$ cat src/rtl/apb_req_arbiter.sv
// ---------------------------------------------------------------------------
// apb_req_arbiter
//
// APB master front end that shares a single APB slave (8-bit address,
// 8-bit data) between NREQ local requesters. Requests are arbitrated
// round-robin, the IDLE -> SETUP -> ACCESS handshake is sequenced here, and
// each requester receives a one-cycle grant pulse when its request is taken
// and a one-cycle done pulse when its transfer finishes. Every output is
// registered.
//
// Configuration macro:
//   APB_ARB_BACK2BACK_EN - when defined, a completing ACCESS that sees another
//                          pending request arbitrates on the same edge and
//                          goes straight to SETUP (psel stays high).
//                          Undefined (default): always return to IDLE.
//
// Parameters:
//   NREQ    - number of requesters (2..8)
//   TIMEOUT - ACCESS cycles to wait for pready before aborting; 0 = never
//   TO_W    - timeout counter width, 2**TO_W > TIMEOUT
//
// Ports:
//   pclk, prst            clock; asynchronous active-high reset
//   req[NREQ]             per-requester request level
//   req_write[NREQ]       per-requester direction (1 = write)
//   req_addr[8*NREQ]      per-requester address, requester i at [8i+7:8i]
//   req_wdata[8*NREQ]     per-requester write data, same packing
//   gnt[NREQ]             one-hot pulse: request accepted
//   done[NREQ]            one-hot pulse: transfer finished
//   err                   pulse with done when the transfer timed out
//   rdata[8]              read data of the last successful read
//   psel, pen, pwrite     APB control
//   paddr[8], pwdata[8]   APB address / write data
//   pready, prdata[8]     APB slave response
// ---------------------------------------------------------------------------
module apb_req_arbiter #(
    parameter int NREQ    = 2,
    parameter int TIMEOUT = 15,
    parameter int TO_W    = 4
) (
    input  logic                pclk,
    input  logic                prst,
    input  logic [NREQ-1:0]     req,
    input  logic [NREQ-1:0]     req_write,
    input  logic [8*NREQ-1:0]   req_addr,
    input  logic [8*NREQ-1:0]   req_wdata,
    output logic [NREQ-1:0]     gnt,
    output logic [NREQ-1:0]     done,
    output logic                err,
    output logic [7:0]          rdata,
    output logic                psel,
    output logic                pen,
    output logic                pwrite,
    output logic [7:0]          paddr,
    output logic [7:0]          pwdata,
    input  logic                pready,
    input  logic [7:0]          prdata
);

    localparam int IDX_W = (NREQ > 1) ? $clog2(NREQ) : 1;
    localparam logic [IDX_W-1:0] LAST_RST = IDX_W'(NREQ - 1);
    // Last ACCESS wait cycle before the abort fires.
    localparam logic [TO_W-1:0]  TO_LAST  = TO_W'((TIMEOUT > 0) ? TIMEOUT - 1 : 0);

    typedef enum logic [1:0] {
        S_IDLE,
        S_SETUP,
        S_ACCESS
    } state_t;

    state_t              state_q, state_d;
    // last_q is both the round-robin pointer and the owner of the current
    // transfer, since the winner becomes "last" at grant time.
    logic [IDX_W-1:0]    last_q, last_d;
    logic [TO_W-1:0]     cnt_q, cnt_d;
    logic                psel_q, psel_d;
    logic                pen_q, pen_d;
    logic                pwrite_q, pwrite_d;
    logic [7:0]          paddr_q, paddr_d;
    logic [7:0]          pwdata_q, pwdata_d;
    logic [7:0]          rdata_q, rdata_d;
    logic [NREQ-1:0]     gnt_q, gnt_d;
    logic [NREQ-1:0]     done_q, done_d;
    logic                err_q, err_d;

    logic [NREQ-1:0]     cur_mask;
    logic [NREQ-1:0]     arb_req;
    logic                arb_found;
    logic [IDX_W-1:0]    arb_win;
    logic                complete;
    logic                start;

    assign cur_mask = NREQ'(1) << last_q;

`ifdef APB_ARB_BACK2BACK_EN
    // At ACCESS completion the finishing requester's own bit is ignored so
    // that a still-high req from it is not granted twice in a row.
    assign arb_req = (state_q == S_IDLE) ? req : (req & ~cur_mask);
`else
    assign arb_req = req;
`endif

    // Round-robin pick: first set bit scanning last+1, last+2, ... mod NREQ.
    always_comb begin
        int j;
        j         = 0;
        arb_found = 1'b0;
        arb_win   = '0;
        for (int k = 1; k <= NREQ; k++) begin
            j = int'(last_q) + k;
            if (j >= NREQ) begin
                j = j - NREQ;
            end
            if (!arb_found && arb_req[j]) begin
                arb_found = 1'b1;
                arb_win   = IDX_W'(j);
            end
        end
    end

    always_comb begin
        state_d  = state_q;
        last_d   = last_q;
        cnt_d    = cnt_q;
        psel_d   = psel_q;
        pen_d    = pen_q;
        pwrite_d = pwrite_q;
        paddr_d  = paddr_q;
        pwdata_d = pwdata_q;
        rdata_d  = rdata_q;
        gnt_d    = '0;
        done_d   = '0;
        err_d    = 1'b0;
        complete = 1'b0;
        start    = 1'b0;

        case (state_q)
            S_IDLE: begin
                start = arb_found;
            end
            S_SETUP: begin
                pen_d   = 1'b1;
                cnt_d   = '0;
                state_d = S_ACCESS;
            end
            S_ACCESS: begin
                if (pready) begin
                    complete = 1'b1;
                    if (!pwrite_q) begin
                        rdata_d = prdata;
                    end
                end else if ((TIMEOUT != 0) && (cnt_q == TO_LAST)) begin
                    complete = 1'b1;
                    err_d    = 1'b1;
                end else begin
                    cnt_d = cnt_q + 1'b1;
                end
                if (complete) begin
                    psel_d  = 1'b0;
                    pen_d   = 1'b0;
                    done_d  = cur_mask;
                    state_d = S_IDLE;
`ifdef APB_ARB_BACK2BACK_EN
                    start   = arb_found;
`endif
                end
            end
            default: begin
                state_d = S_IDLE;
            end
        endcase

        // Launch a new transfer; overrides the completion values above so
        // psel stays high across a back-to-back handover.
        if (start) begin
            paddr_d  = req_addr[8*arb_win +: 8];
            pwdata_d = req_wdata[8*arb_win +: 8];
            pwrite_d = req_write[arb_win];
            psel_d   = 1'b1;
            pen_d    = 1'b0;
            gnt_d    = NREQ'(1) << arb_win;
            last_d   = arb_win;
            state_d  = S_SETUP;
        end
    end

    always_ff @(posedge pclk or posedge prst) begin
        if (prst) begin
            state_q  <= S_IDLE;
            last_q   <= LAST_RST;
            cnt_q    <= '0;
            psel_q   <= 1'b0;
            pen_q    <= 1'b0;
            pwrite_q <= 1'b0;
            paddr_q  <= '0;
            pwdata_q <= '0;
            rdata_q  <= '0;
            gnt_q    <= '0;
            done_q   <= '0;
            err_q    <= 1'b0;
        end else begin
            state_q  <= state_d;
            last_q   <= last_d;
            cnt_q    <= cnt_d;
            psel_q   <= psel_d;
            pen_q    <= pen_d;
            pwrite_q <= pwrite_d;
            paddr_q  <= paddr_d;
            pwdata_q <= pwdata_d;
            rdata_q  <= rdata_d;
            gnt_q    <= gnt_d;
            done_q   <= done_d;
            err_q    <= err_d;
        end
    end

    assign gnt    = gnt_q;
    assign done   = done_q;
    assign err    = err_q;
    assign rdata  = rdata_q;
    assign psel   = psel_q;
    assign pen    = pen_q;
    assign pwrite = pwrite_q;
    assign paddr  = paddr_q;
    assign pwdata = pwdata_q;

endmodule

$ cat config.mk
export PLATFORM = sky130hd
export DESIGN_NAME = apb_req_arbiter
export DESIGN_NICKNAME = d
export VERILOG_FILES = /design/src/rtl/apb_req_arbiter.sv
export SDC_FILE = /design/constraint.sdc
export NUM_CORES = 1
export LEC_CHECK = 0
export BUFFER_PORTS_ARGS = -buffer_cell sky130_fd_sc_hd__buf_2
export CAP_MARGIN = 20
export CORE_MARGIN = 3
export CORE_UTILIZATION = 49
export DETAILED_ROUTE_END_ITERATION = 16
export HOLD_SLACK_MARGIN = 0.03
export PLACE_DENSITY_LB_ADDON = 0.2
export SETUP_SLACK_MARGIN = 0.5
export SYNTH_ARGS = -nofsm -noshare
export SYNTH_HDL_FRONTEND = slang
export SYNTH_SLANG_ARGS = --single-unit
$ cat constraint.sdc
create_clock -name pclk -period 2.8 [get_ports pclk]
set_input_delay 0.56 -clock pclk [delete_from_list [all_inputs] [get_ports pclk]]
set_output_delay 0.56 -clock pclk [all_outputs]
set_load 0.01 [all_outputs]
# Word level (Yosys, flattened, before mapping)
# Cells that the tools add are included.
# op_classes
magnitude_cmp,5
bitwise,1
mux,34
n_eq_ne,7
addsub,5
n_reduce_logical,12
n_shift,4
# ops
cell,count
< comparator 32 x 3 -> 1 bit (second input constant),2
two-way mux 32 bit,2
indexed part select 16 x 5 -> 8 bit,2
two-way mux 1 bit,22
two-way mux 2 bit,5
two-way mux 4 bit,2
case mux 4 bit (2 select lines),1
!= test 2 bit (second input constant),3
case mux 2 bit (3 select lines),1
AND reduction 2 bit,3
AND reduction 3 bit,2
nonzero test 2 bit,3
adder 4 x 1 -> 4 bit (second input constant),1
== test 4 bit (second input constant),1
left shift 1 x 1 -> 2 bit (first input constant),2
subtractor 3 x 2 -> 4 bit (second input constant),1
adder 1 x 2 -> 3 bit (second input constant),1
>= comparator 3 x 2 -> 1 bit (second input constant),1
!= test 3 bit (second input constant),1
nonzero test 3 bit,1
subtractor 2 x 2 -> 3 bit (second input constant),1
adder 1 x 1 -> 2 bit (second input constant),1
== test 2 x 1 -> 1 bit (second input constant),1
== test 2 bit (second input constant),1
other kinds (7),7
# word_totals
output_inout_bits,32
input_bits,47
register_bits,39

# Logic depth before layout (Yosys ltp)
# Gate-level depths: netlist (run 1).
# logic_depth
depth_word,13
depth_mapped,6
depth_no_buf,5

# Least setup slack after synthesis (run 1)
# Ideal clock, no wire load.
# synth_path
path_type,input port to flip-flop
from,input req[0]
to,register paddr_q[3] (netlist: paddr[3])
arrival_ns,1.453
setup_time_ns,0.066
slack_ns,1.281
t_required_ns,2.734
path_stages,4
path_buffers,1
path_cell_list,inv_1 -> a2111oi_4 -> buf_4 -> a221o_1
# synth_between
elab_chain_cells,8
word_cells_on_any_way,14
cone_classes,shift (1); mux (11); reduce/logical (2)
# synth_lines
item,line_no,rtl
from (decl),43,"input logic [NREQ-1:0] req,"
two-way mux 1 bit (not written as such) (3 in a row),114,if (!arb_found && arb_req[j]) begin
two-way mux 1 bit,114,
zero test 1 bit,114,
logical AND 1 bit,114,
two-way mux 1 bit,114,
indexed part select 16 x 5 -> 8 bit or two-way mux 1 bit (tied branches),"176, 137",
to (signal assigned),208,paddr_q <= paddr_d;
to (decl),79,"logic [7:0] paddr_q, paddr_d;"
# Parallel ways exist; a longest one is shown, timed or not. The select of a mux whose other input is x is not followed.
# A chain may end at the register's enable or synchronous reset.

# Final worst setup path (run 1)
# layout_path
from,register state_q[0]
to,register pwrite_q (netlist: pwrite)
# layout_between
elab_chain_cells,2
# layout_lines
item,line_no,rtl
from (decl),71,"state_t state_q, state_d;"
from (signal assigned),202,state_q <= state_d;
zero test 2 bit,137,case (state_q)
two-way mux 1 bit,137,
to (signal assigned),207,pwrite_q <= pwrite_d;
to (decl),78,"logic pwrite_q, pwrite_d;"
# Every way passes these cells.

==> metrics.txt, run 1 <==
# TYPE chip_impl_metric gauge
chip_impl_metric{name="cts_num_sinks",unit=""} 39
chip_impl_metric{name="final.setup.worst_slack",unit="ns"} 0.7347
chip_impl_metric{name="number_of_global_route_vias_before_repair",unit=""} 1333
chip_impl_metric{name="global_route.usage.total",unit=""} 0.2051
chip_impl_metric{name="irDropWorstVdd",unit="mV"} 0.5574
chip_impl_metric{name="grt_first_pass_wirelength",unit="um"} 6603
chip_impl_metric{name="timing.final.setup_violations",unit=""} 0
chip_impl_metric{name="wl_per_cell",unit="um"} 15.66
chip_impl_metric{name="cts-resized-gates",unit=""} 0
chip_impl_metric{name="core.rowCount",unit=""} 20
chip_impl_metric{name="syn-instance-count",unit=""} 128
chip_impl_info{name="critical_path_class",value="reg2reg"} 1
chip_impl_metric{name="yosys_warnings",unit=""} 0
chip_impl_metric{name="synth-seq-area-share",unit=""} 0.5828
chip_impl_metric{name="cellInternalPower",unit="mW"} 1.355
chip_impl_metric{name="gp_congestion",unit=""} 0.8706
chip_impl_metric{name="initialDrtViolationCount",unit=""} 37
chip_impl_metric{name="cts.hold.buffers_added",unit=""} 0
chip_impl_metric{name="comb_power_share",unit=""} 0.428
chip_impl_metric{name="maxCapViolCount",unit=""} 0
chip_impl_metric{name="power.clock.fraction",unit=""} 0.125
chip_impl_metric{name="clock-skew-final",unit="ns"} 0.003184
chip_impl_metric{name="ys_ff_latch",unit=""} 39
chip_impl_metric{name="start_util",unit=""} 0.5317
chip_impl_metric{name="cts_max_level",unit=""} 2
chip_impl_metric{name="dp_hpwl",unit="um"} 2941
chip_impl_metric{name="synth-edff-count",unit=""} 0
chip_impl_metric{name="post_syn_area_per_cell",unit="um2"} 13.10
chip_impl_metric{name="numCtsBuffers",unit=""} 5
chip_impl_metric{name="syn2layout_area_growth",unit="%"} 27.61
chip_impl_metric{name="yosys.cell_types.count",unit=""} 33
chip_impl_metric{name="synth.cell_area",unit="um2"} 1677
chip_impl_metric{name="detailed_routing_iterations_pass_1",unit=""} 4
chip_impl_metric{name="hold_viol",unit=""} 0
chip_impl_metric{name="routed_via_density",unit=""} 5.415
chip_impl_metric{name="antenna_violating_nets_post_route",unit=""} 0
chip_impl_metric{name="max_stage_delay",unit="ns"} 0.73
chip_impl_metric{name="p_sw_frac",unit=""} 0.3675
chip_impl_metric{name="timing.critical_path.fanout_max",unit=""} 19
chip_impl_metric{name="totalWireLength",unit="um"} 3963
chip_impl_metric{name="grt_antenna_before_repair",unit=""} 0
chip_impl_info{name="crit-reg2reg-capture",value="pwrite$_DFFE_PP0P_"} 1
chip_impl_metric{name="p_leak",unit="nW"} 1.097
chip_impl_metric{name="max_freq",unit="MHz"} 484.2
chip_impl_metric{name="die_area",unit="um2"} 4160
chip_impl_metric{name="synthArstFlopShare",unit=""} 1.000
chip_impl_info{name="postSynth.topFlopCell",value="sky130_fd_sc_hd__dfrtp_1"} 1
chip_impl_metric{name="die_height",unit="um"} 64.50
chip_impl_metric{name="finalNetCount",unit=""} 257
chip_impl_info{name="yosys.area.top_type",value="sky130_fd_sc_hd__dfrtp_1"} 1
chip_impl_metric{name="grt_max_degree",unit=""} 40
chip_impl_metric{name="p_seq_frac",unit=""} 0.447
chip_impl_metric{name="setup_total_negative_slack",unit="ns"} 0
chip_impl_metric{name="final_layout_size_suffix_gt1_frac",unit=""} 0.4689
chip_impl_metric{name="timing.slew.headroom",unit=""} 0.5256
chip_impl_metric{name="cellPowerDensity",unit="nW/um2"} 1001
chip_impl_metric{name="post_cts_setup_buffer_count",unit=""} 0
chip_impl_info{name="min-delay-path-class",value="in2async"} 1
chip_impl_metric{name="overall_via_count_from_detail_route",unit=""} 1370
chip_impl_metric{name="switching_power",unit="mW"} 0.7873
chip_impl_info{name="critical_path.cell_chain",value="nor2_2 > and3_1 > a221o_1"} 1
chip_impl_metric{name="clkLatencyLatePin",unit="ns"} 0.33
chip_impl_metric{name="fin_crit",unit="ns"} 2.065
chip_impl_metric{name="route.detailed.drc",unit=""} 0
chip_impl_metric{name="die_width",unit="um"} 64.50
chip_impl_metric{name="clk_transition_reported_paths",unit="ns"} 0.11
chip_impl_metric{name="timing.critical_path.required",unit="ns"} 3.07
chip_impl_metric{name="rr_worst_depth",unit=""} 3
chip_impl_info{name="result_of_the_run",value="complete, no violations"} 1
chip_impl_info{name="tritoncts_clock_tree",value="yes"} 1
chip_impl_metric{name="coreArea",unit="um2"} 3153
chip_impl_info{name="unrepaired_setup_endpoints_after_global_routing",value="false"} 1
chip_impl_metric{name="synth_top_area_share",unit=""} 0.5672
chip_impl_info{name="cp-start-kind",value="flop"} 1
chip_impl_metric{name="max-clock-path-buffers",unit=""} 2
chip_impl_metric{name="tightestPinTransition",unit="ns"} 0.7116
chip_impl_metric{name="placement.setup.worst_slack",unit="ns"} 0.7695
chip_impl_info{name="worstSetupEndpointType",value="flop"} 1
chip_impl_metric{name="timing.reg2reg.setup_slack",unit="ns"} 0.73
chip_impl_info{name="rr_startpoint",value="state_q[0]$_DFFE_PP0P_"} 1
chip_impl_info{name="critical_path.slowest_cell",value="sky130_fd_sc_hd__and3_1"} 1
chip_impl_metric{name="gr-total-overflow",unit=""} 0
chip_impl_metric{name="final_min_period_over_clock_period",unit=""} 0.7376
chip_impl_metric{name="io_pins",unit=""} 79
chip_impl_info{name="synth.area.top_cells",value="sky130_fd_sc_hd__dfrtp_1, sky130_fd_sc_hd__a221o_1, sky130_fd_sc_hd__a21boi_0"} 1
chip_impl_metric{name="cp_data_arrival_time",unit="ns"} 2.34
chip_impl_metric{name="max_slew_vio_count",unit=""} 0
chip_impl_info{name="cts-root-buf",value="sky130_fd_sc_hd__clkbuf_4"} 1
chip_impl_metric{name="num_antenna_cells",unit=""} 0
chip_impl_metric{name="io_buffers",unit=""} 78
chip_impl_metric{name="postSynthNetCount",unit=""} 177
cell usage in the layout, fill, tap and decap left out, drive strengths merged, types with 2 or more instances in the layout:
| cell type | netlist | final |
|---|---|---|
| a221o | 17 | 17 |
| nand3 | 4 | 4 |
| nor2 | 4 | 4 |
| inv | 6 | 6 |
| dfrtp | 38 | 38 |
| nand2 | 4 | 4 |
| mux2 | 8 | 8 |
| buf | 5 | 80 |
| o21ai | 4 | 4 |
| ha | 2 | 2 |
| clkbuf | 2 | 7 |
| and3 | 2 | 2 |
| a21o | 2 | 2 |
| a21boi | 17 | 17 |
layer usage:
| layer | share of wire | global-route usage | vias to the layer above |
|---|---|---|---|
| met5 | 0 | 0 | - |
| li1 | - | - | 644 |
| met2 | 0.46 | 0.3003 | 66 |
| met4 | 0.0050 | 0.05541 | 0 |
| met1 | 0.45 | 0.2984 | 658 |
| met3 | 0.081 | 0.06066 | 2 |
cell families after synthesis:
group | Yosys count | synth area share
multiplexers | 9 | 0.05970
flip-flops | 39 | 0.5828
adder cells (fa/ha/maj) | 2 | 0.01492
buffers and inverters | 13 | 0.04179
AO/OA/AOI/OAI | 45 | 0.2351
AND/OR/NAND/NOR | 20 | 0.06568
critical path: cells and delay by family, from the launching register on:
| kind | cells | cell delay (ns) |
|---|---|---|
| flops | 1 | 0.49 |
| compound gates | 1 | 0.27 |
| simple gates | 2 | 1.26 |
state kept, by name (all words and copies together), names as in the netlist, 2 cells and up:
signal / count
rdata: 8
cnt_q: 4
done: 2
paddr: 8
state_q: 2
gnt: 2
pwdata: 8
how the worst max path moves through the flow:
stage	startpoint	end	depth (start not counted)
after floorplan	req[0]	paddr[3]$_DFFE_PP0P_	4
after global placement	state_q[0]$_DFFE_PP0P_	pwdata[0]$_DFFE_PP0P_	3
after detailed placement	state_q[0]$_DFFE_PP0P_	paddr[1]$_DFFE_PP0P_	3
after CTS	state_q[0]$_DFFE_PP0P_	pwrite$_DFFE_PP0P_	3
after global routing	state_q[0]$_DFFE_PP0P_	pwrite$_DFFE_PP0P_	3
final	state_q[0]$_DFFE_PP0P_	pwrite$_DFFE_PP0P_	3
area by class of cell:
cell class,instances,area [um2]
Inverter,6,22.52
Timing Repair Buffer,80,405.4
Tap cell,44,55.05
Multi-Input combinational cell,76,629.4
Clock buffer,7,45.04
Sequential cell,39,977.2
Fill cell,264,1013
Clock inverter,1,5.005
power by group through the flow:
stage	clock, mW	sequential, mW	combinational, mW
6_report	0.269	0.957	0.917
5_1_grt	0.303	0.991	1.01
4_1_cts	0.273	0.956	0.926
3_5_place_dp	0	0.966	0.920
3_3_place_gp	0	0.957	0.890
2_1_floorplan	0	1.05	0.499
Yosys cell counts, drive strengths merged (2+ instances only):
library cell and number:
buf 5, o21ai 4, clkbuf 2, a21o 2
mux2 8, nand3 4, nand2 4, inv 6
and3 2, a221o 17, ha 2, dfrtp 38
a21boi 17, nor2 4
metrics by stage:
step / hold slack (ns) / utilization / instance area (um2) / power, mW / cells
final: 0.3228 / 0.6786 / 2140 / 2.143 / 253
after global placement: 0.4625 / 0.6627 / 2090 / 1.847 / 245
after detailed placement: 0.4790 / 0.6627 / 2090 / 1.886 / 245
after global routing: 0.3447 / 0.6786 / 2140 / 2.304 / 253
after CTS: 0.3333 / 0.6786 / 2140 / 2.155 / 253
after floorplan: 0.4668 / - / 1677 / 1.550 / 128
No activity file was read; power rests on OpenSTA's default activity.
==> inputs of run 2 (changes only) <==
--- a/config.mk
+++ b/config.mk
@@ -8,7 +8,7 @@
 export BUFFER_PORTS_ARGS = -buffer_cell sky130_fd_sc_hd__buf_2
 export CAP_MARGIN = 20
 export CORE_MARGIN = 3
-export CORE_UTILIZATION = 49
+export CORE_UTILIZATION = 41
 export DETAILED_ROUTE_END_ITERATION = 16
 export HOLD_SLACK_MARGIN = 0.03
 export PLACE_DENSITY_LB_ADDON = 0.2
==> constraint.sdc (replaced) <==
create_clock -name pclk -period 1.9 [get_ports pclk]
set_input_delay 0.38 -clock pclk [delete_from_list [all_inputs] [get_ports pclk]]
set_output_delay 0.38 -clock pclk [all_outputs]
set_load 0.01 [all_outputs]
==> metrics.txt, run 2 (synthesis gave the netlist of run 1 again) <==
# TYPE chip_impl_metric gauge
chip_impl_metric{name="cts_max_level",unit=""} 2
chip_impl_info{name="tritoncts_clock_tree",value="yes"} 1
chip_impl_metric{name="detailed_routing_iterations_pass_1",unit=""} 5
chip_impl_metric{name="core.rowCount",unit=""} 22
chip_impl_metric{name="fin_total_pwr",unit="mW"} 3.744
chip_impl_info{name="min-delay-path-class",value="in2async"} 1
chip_impl_metric{name="clock-skew-final",unit="ns"} 0.006019
chip_impl_info{name="mostFrequentLayoutCell",value="sky130_fd_sc_hd__buf_2"} 1
chip_impl_metric{name="coreArea",unit="um2"} 3799
chip_impl_info{name="result_of_the_run",value="complete, no violations"} 1
chip_impl_metric{name="die_area",unit="um2"} 4892
chip_impl_metric{name="critPathBufInv",unit=""} 0
chip_impl_metric{name="p_leak",unit="nW"} 1.196
chip_impl_metric{name="overall_via_count_from_detail_route",unit=""} 1435
chip_impl_metric{name="max-clock-path-buffers",unit=""} 2
chip_impl_metric{name="hold_viol",unit=""} 0
chip_impl_metric{name="fin_crit",unit="ns"} 1.397
chip_impl_metric{name="io_pins",unit=""} 79
chip_impl_info{name="critical_path.cell_chain",value="nor2b_2 > and3b_2 > mux2_2"} 1
chip_impl_info{name="cts-root-buf",value="sky130_fd_sc_hd__clkbuf_8"} 1
chip_impl_metric{name="timing.critical_path.fanout_max",unit=""} 8
chip_impl_metric{name="place_inst",unit=""} 253
chip_impl_metric{name="cts_num_sinks",unit=""} 39
chip_impl_metric{name="die_width",unit="um"} 69.95
chip_impl_metric{name="final_min_period_over_clock_period",unit=""} 0.7350
chip_impl_metric{name="max_slew_vio_count",unit=""} 0
chip_impl_metric{name="number_of_global_route_vias_before_repair",unit=""} 1463
chip_impl_metric{name="io_buffers",unit=""} 78
chip_impl_metric{name="wl_per_cell",unit="um"} 16.11
chip_impl_metric{name="clk_transition_reported_paths",unit="ns"} 0.08
chip_impl_info{name="worstSetupEndpointType",value="flop"} 1
chip_impl_metric{name="grt_max_degree",unit=""} 40
chip_impl_metric{name="gr-total-overflow",unit=""} 0
chip_impl_metric{name="initialDrtViolationCount",unit=""} 63
chip_impl_metric{name="multiInputGateArea",unit="um2"} 691.9
chip_impl_metric{name="antenna_violating_nets_post_route",unit=""} 0
chip_impl_metric{name="grt_antenna_before_repair",unit=""} 0
chip_impl_metric{name="timing.slew.headroom",unit=""} 0.6796
chip_impl_info{name="critical_path_class",value="reg2reg"} 1
chip_impl_metric{name="final.fill_count",unit=""} 324
chip_impl_info{name="layout.cells.most_common_list",value="sky130_fd_sc_hd__buf_2, sky130_fd_sc_hd__dfrtp_1, sky130_fd_sc_hd__a221o_1, sky130_fd_sc_hd__a21boi_0, sky130_fd_sc_hd__buf_4"} 1
chip_impl_metric{name="num_antenna_cells",unit=""} 0
chip_impl_info{name="critPathTopFamily",value="flip-flops"} 1
chip_impl_metric{name="clkLatencyLatePin",unit="ns"} 0.29
chip_impl_info{name="cp-start-kind",value="flop"} 1
chip_impl_metric{name="totalWireLength",unit="um"} 4334
chip_impl_metric{name="maxCapViolCount",unit=""} 0
chip_impl_info{name="critical_path.slowest_cell",value="sky130_fd_sc_hd__dfrtp_2"} 1
chip_impl_metric{name="setup_total_negative_slack",unit="ns"} 0
chip_impl_metric{name="final_layout_size_suffix_gt1_frac",unit=""} 0.5656
chip_impl_metric{name="start_util",unit=""} 0.4414
chip_impl_metric{name="tightestPinTransition",unit="ns"} 0.4806
chip_impl_metric{name="cp_data_arrival_time",unit="ns"} 1.57
chip_impl_metric{name="timing.final.setup_violations",unit=""} 0
chip_impl_metric{name="routed_via_density",unit=""} 5.335
chip_impl_metric{name="max_stage_delay",unit="ns"} 0.46
chip_impl_metric{name="irDropWorstVdd",unit="mV"} 0.8425
chip_impl_metric{name="gp_congestion",unit=""} 0.7926
chip_impl_metric{name="postPlaceCellArea",unit="um2"} 2125
chip_impl_metric{name="finalNetCount",unit=""} 269
chip_impl_metric{name="finish.instance_area",unit="um2"} 2382
chip_impl_metric{name="finalHoldWorstSlack",unit="ns"} 0.2000
chip_impl_metric{name="die_height",unit="um"} 69.95
chip_impl_metric{name="layoutNonFillerInstCount",unit=""} 269
chip_impl_metric{name="numCtsBuffers",unit=""} 5
chip_impl_metric{name="cts.hold.buffers_added",unit=""} 0
chip_impl_metric{name="dp_hpwl",unit="um"} 3104
chip_impl_metric{name="route.detailed.drc",unit=""} 0
chip_impl_metric{name="cellPowerDensity",unit="nW/um2"} 1572
chip_impl_metric{name="global_route.usage.total",unit=""} 0.1741
chip_impl_info{name="unrepaired_setup_endpoints_after_global_routing",value="true"} 1
chip_impl_metric{name="syn2layout_area_growth",unit="%"} 42.09
chip_impl_metric{name="final-seq-area",unit="um2"} 979.7
chip_impl_metric{name="timing.critical_path.required",unit="ns"} 2.07
chip_impl_metric{name="max_freq",unit="MHz"} 716.0
chip_impl_metric{name="grt_first_pass_wirelength",unit="um"} 6796
==> run 2: metrics by stage <==
step | util | worst slack, ns
6_report | 0.6271 | 0.5034
2_1_floorplan | - | 0.4336
4_1_cts | 0.6080 | 0.4983
3_5_place_dp | 0.5593 | 0.2666
5_1_grt | 0.6271 | 0.4658
3_3_place_gp | 0.5593 | 0.3654
==> run 2: worst paths after layout <==
check	from	to	slack, ns	cells after the start
setup / recovery	state_q[0]$_DFFE_PP0P_	rdata[7]$_DFFE_PP0P_	0.50	3
hold / removal	prst	pen$_DFFE_PP0P_	0.20	3
setup reg to reg	state_q[0]$_DFFE_PP0P_	rdata[7]$_DFFE_PP0P_	0.50	3
hold reg to reg	psel$_DFFE_PP0P_	psel$_DFFE_PP0P_	0.48	1
max in group asynchronous	prst	state_q[0]$_DFFE_PP0P_	1.35	3
min in group pclk	req_wdata[11]	pwdata[3]$_DFFE_PP0P_	0.32	2
==> run 2: power by group <==
group          internal [mW]  total (mW)  leakage [nW]  switching [mW]
registers               1.20        1.41         0.483           0.211
clock network          0.425       0.704        0.0612           0.279
logic                  0.846        1.63         0.651           0.785
==> run 2: repair_timing <==
item | 4_1_cts | 5_1_grt
endpoints found under the setup margin | 30 | 27
setup buffers | 5 | 3
pin swaps | 3 | 2
gates resized for setup | 11 | 11
==> run 2: final cells by class <==
type,count,area share
Tap cell,48,0.02521
Multi-Input combinational cell,76,0.2904
Sequential cell,39,0.4112
Timing Repair Buffer,92,0.2143
Clock buffer,6,0.03466
Clock inverter,2,0.01471
Inverter,6,0.009454
==> run 2: layer usage <==
layer  vias up  track usage  routed length, um
met2        83       0.3085               2160
met1       678       0.2020               1697
met4         0      0.04468                 34
met5         -            0                  0
met3         6      0.05612                442
li1        668            -                  -
==> run 2: worst reg2reg max path: cells and delay by family (launching register included) <==
kind,cells,cell delay (ns)
AND/OR/NAND/NOR,2,0.46
flip-flops,1,0.46
multiplexers,1,0.36
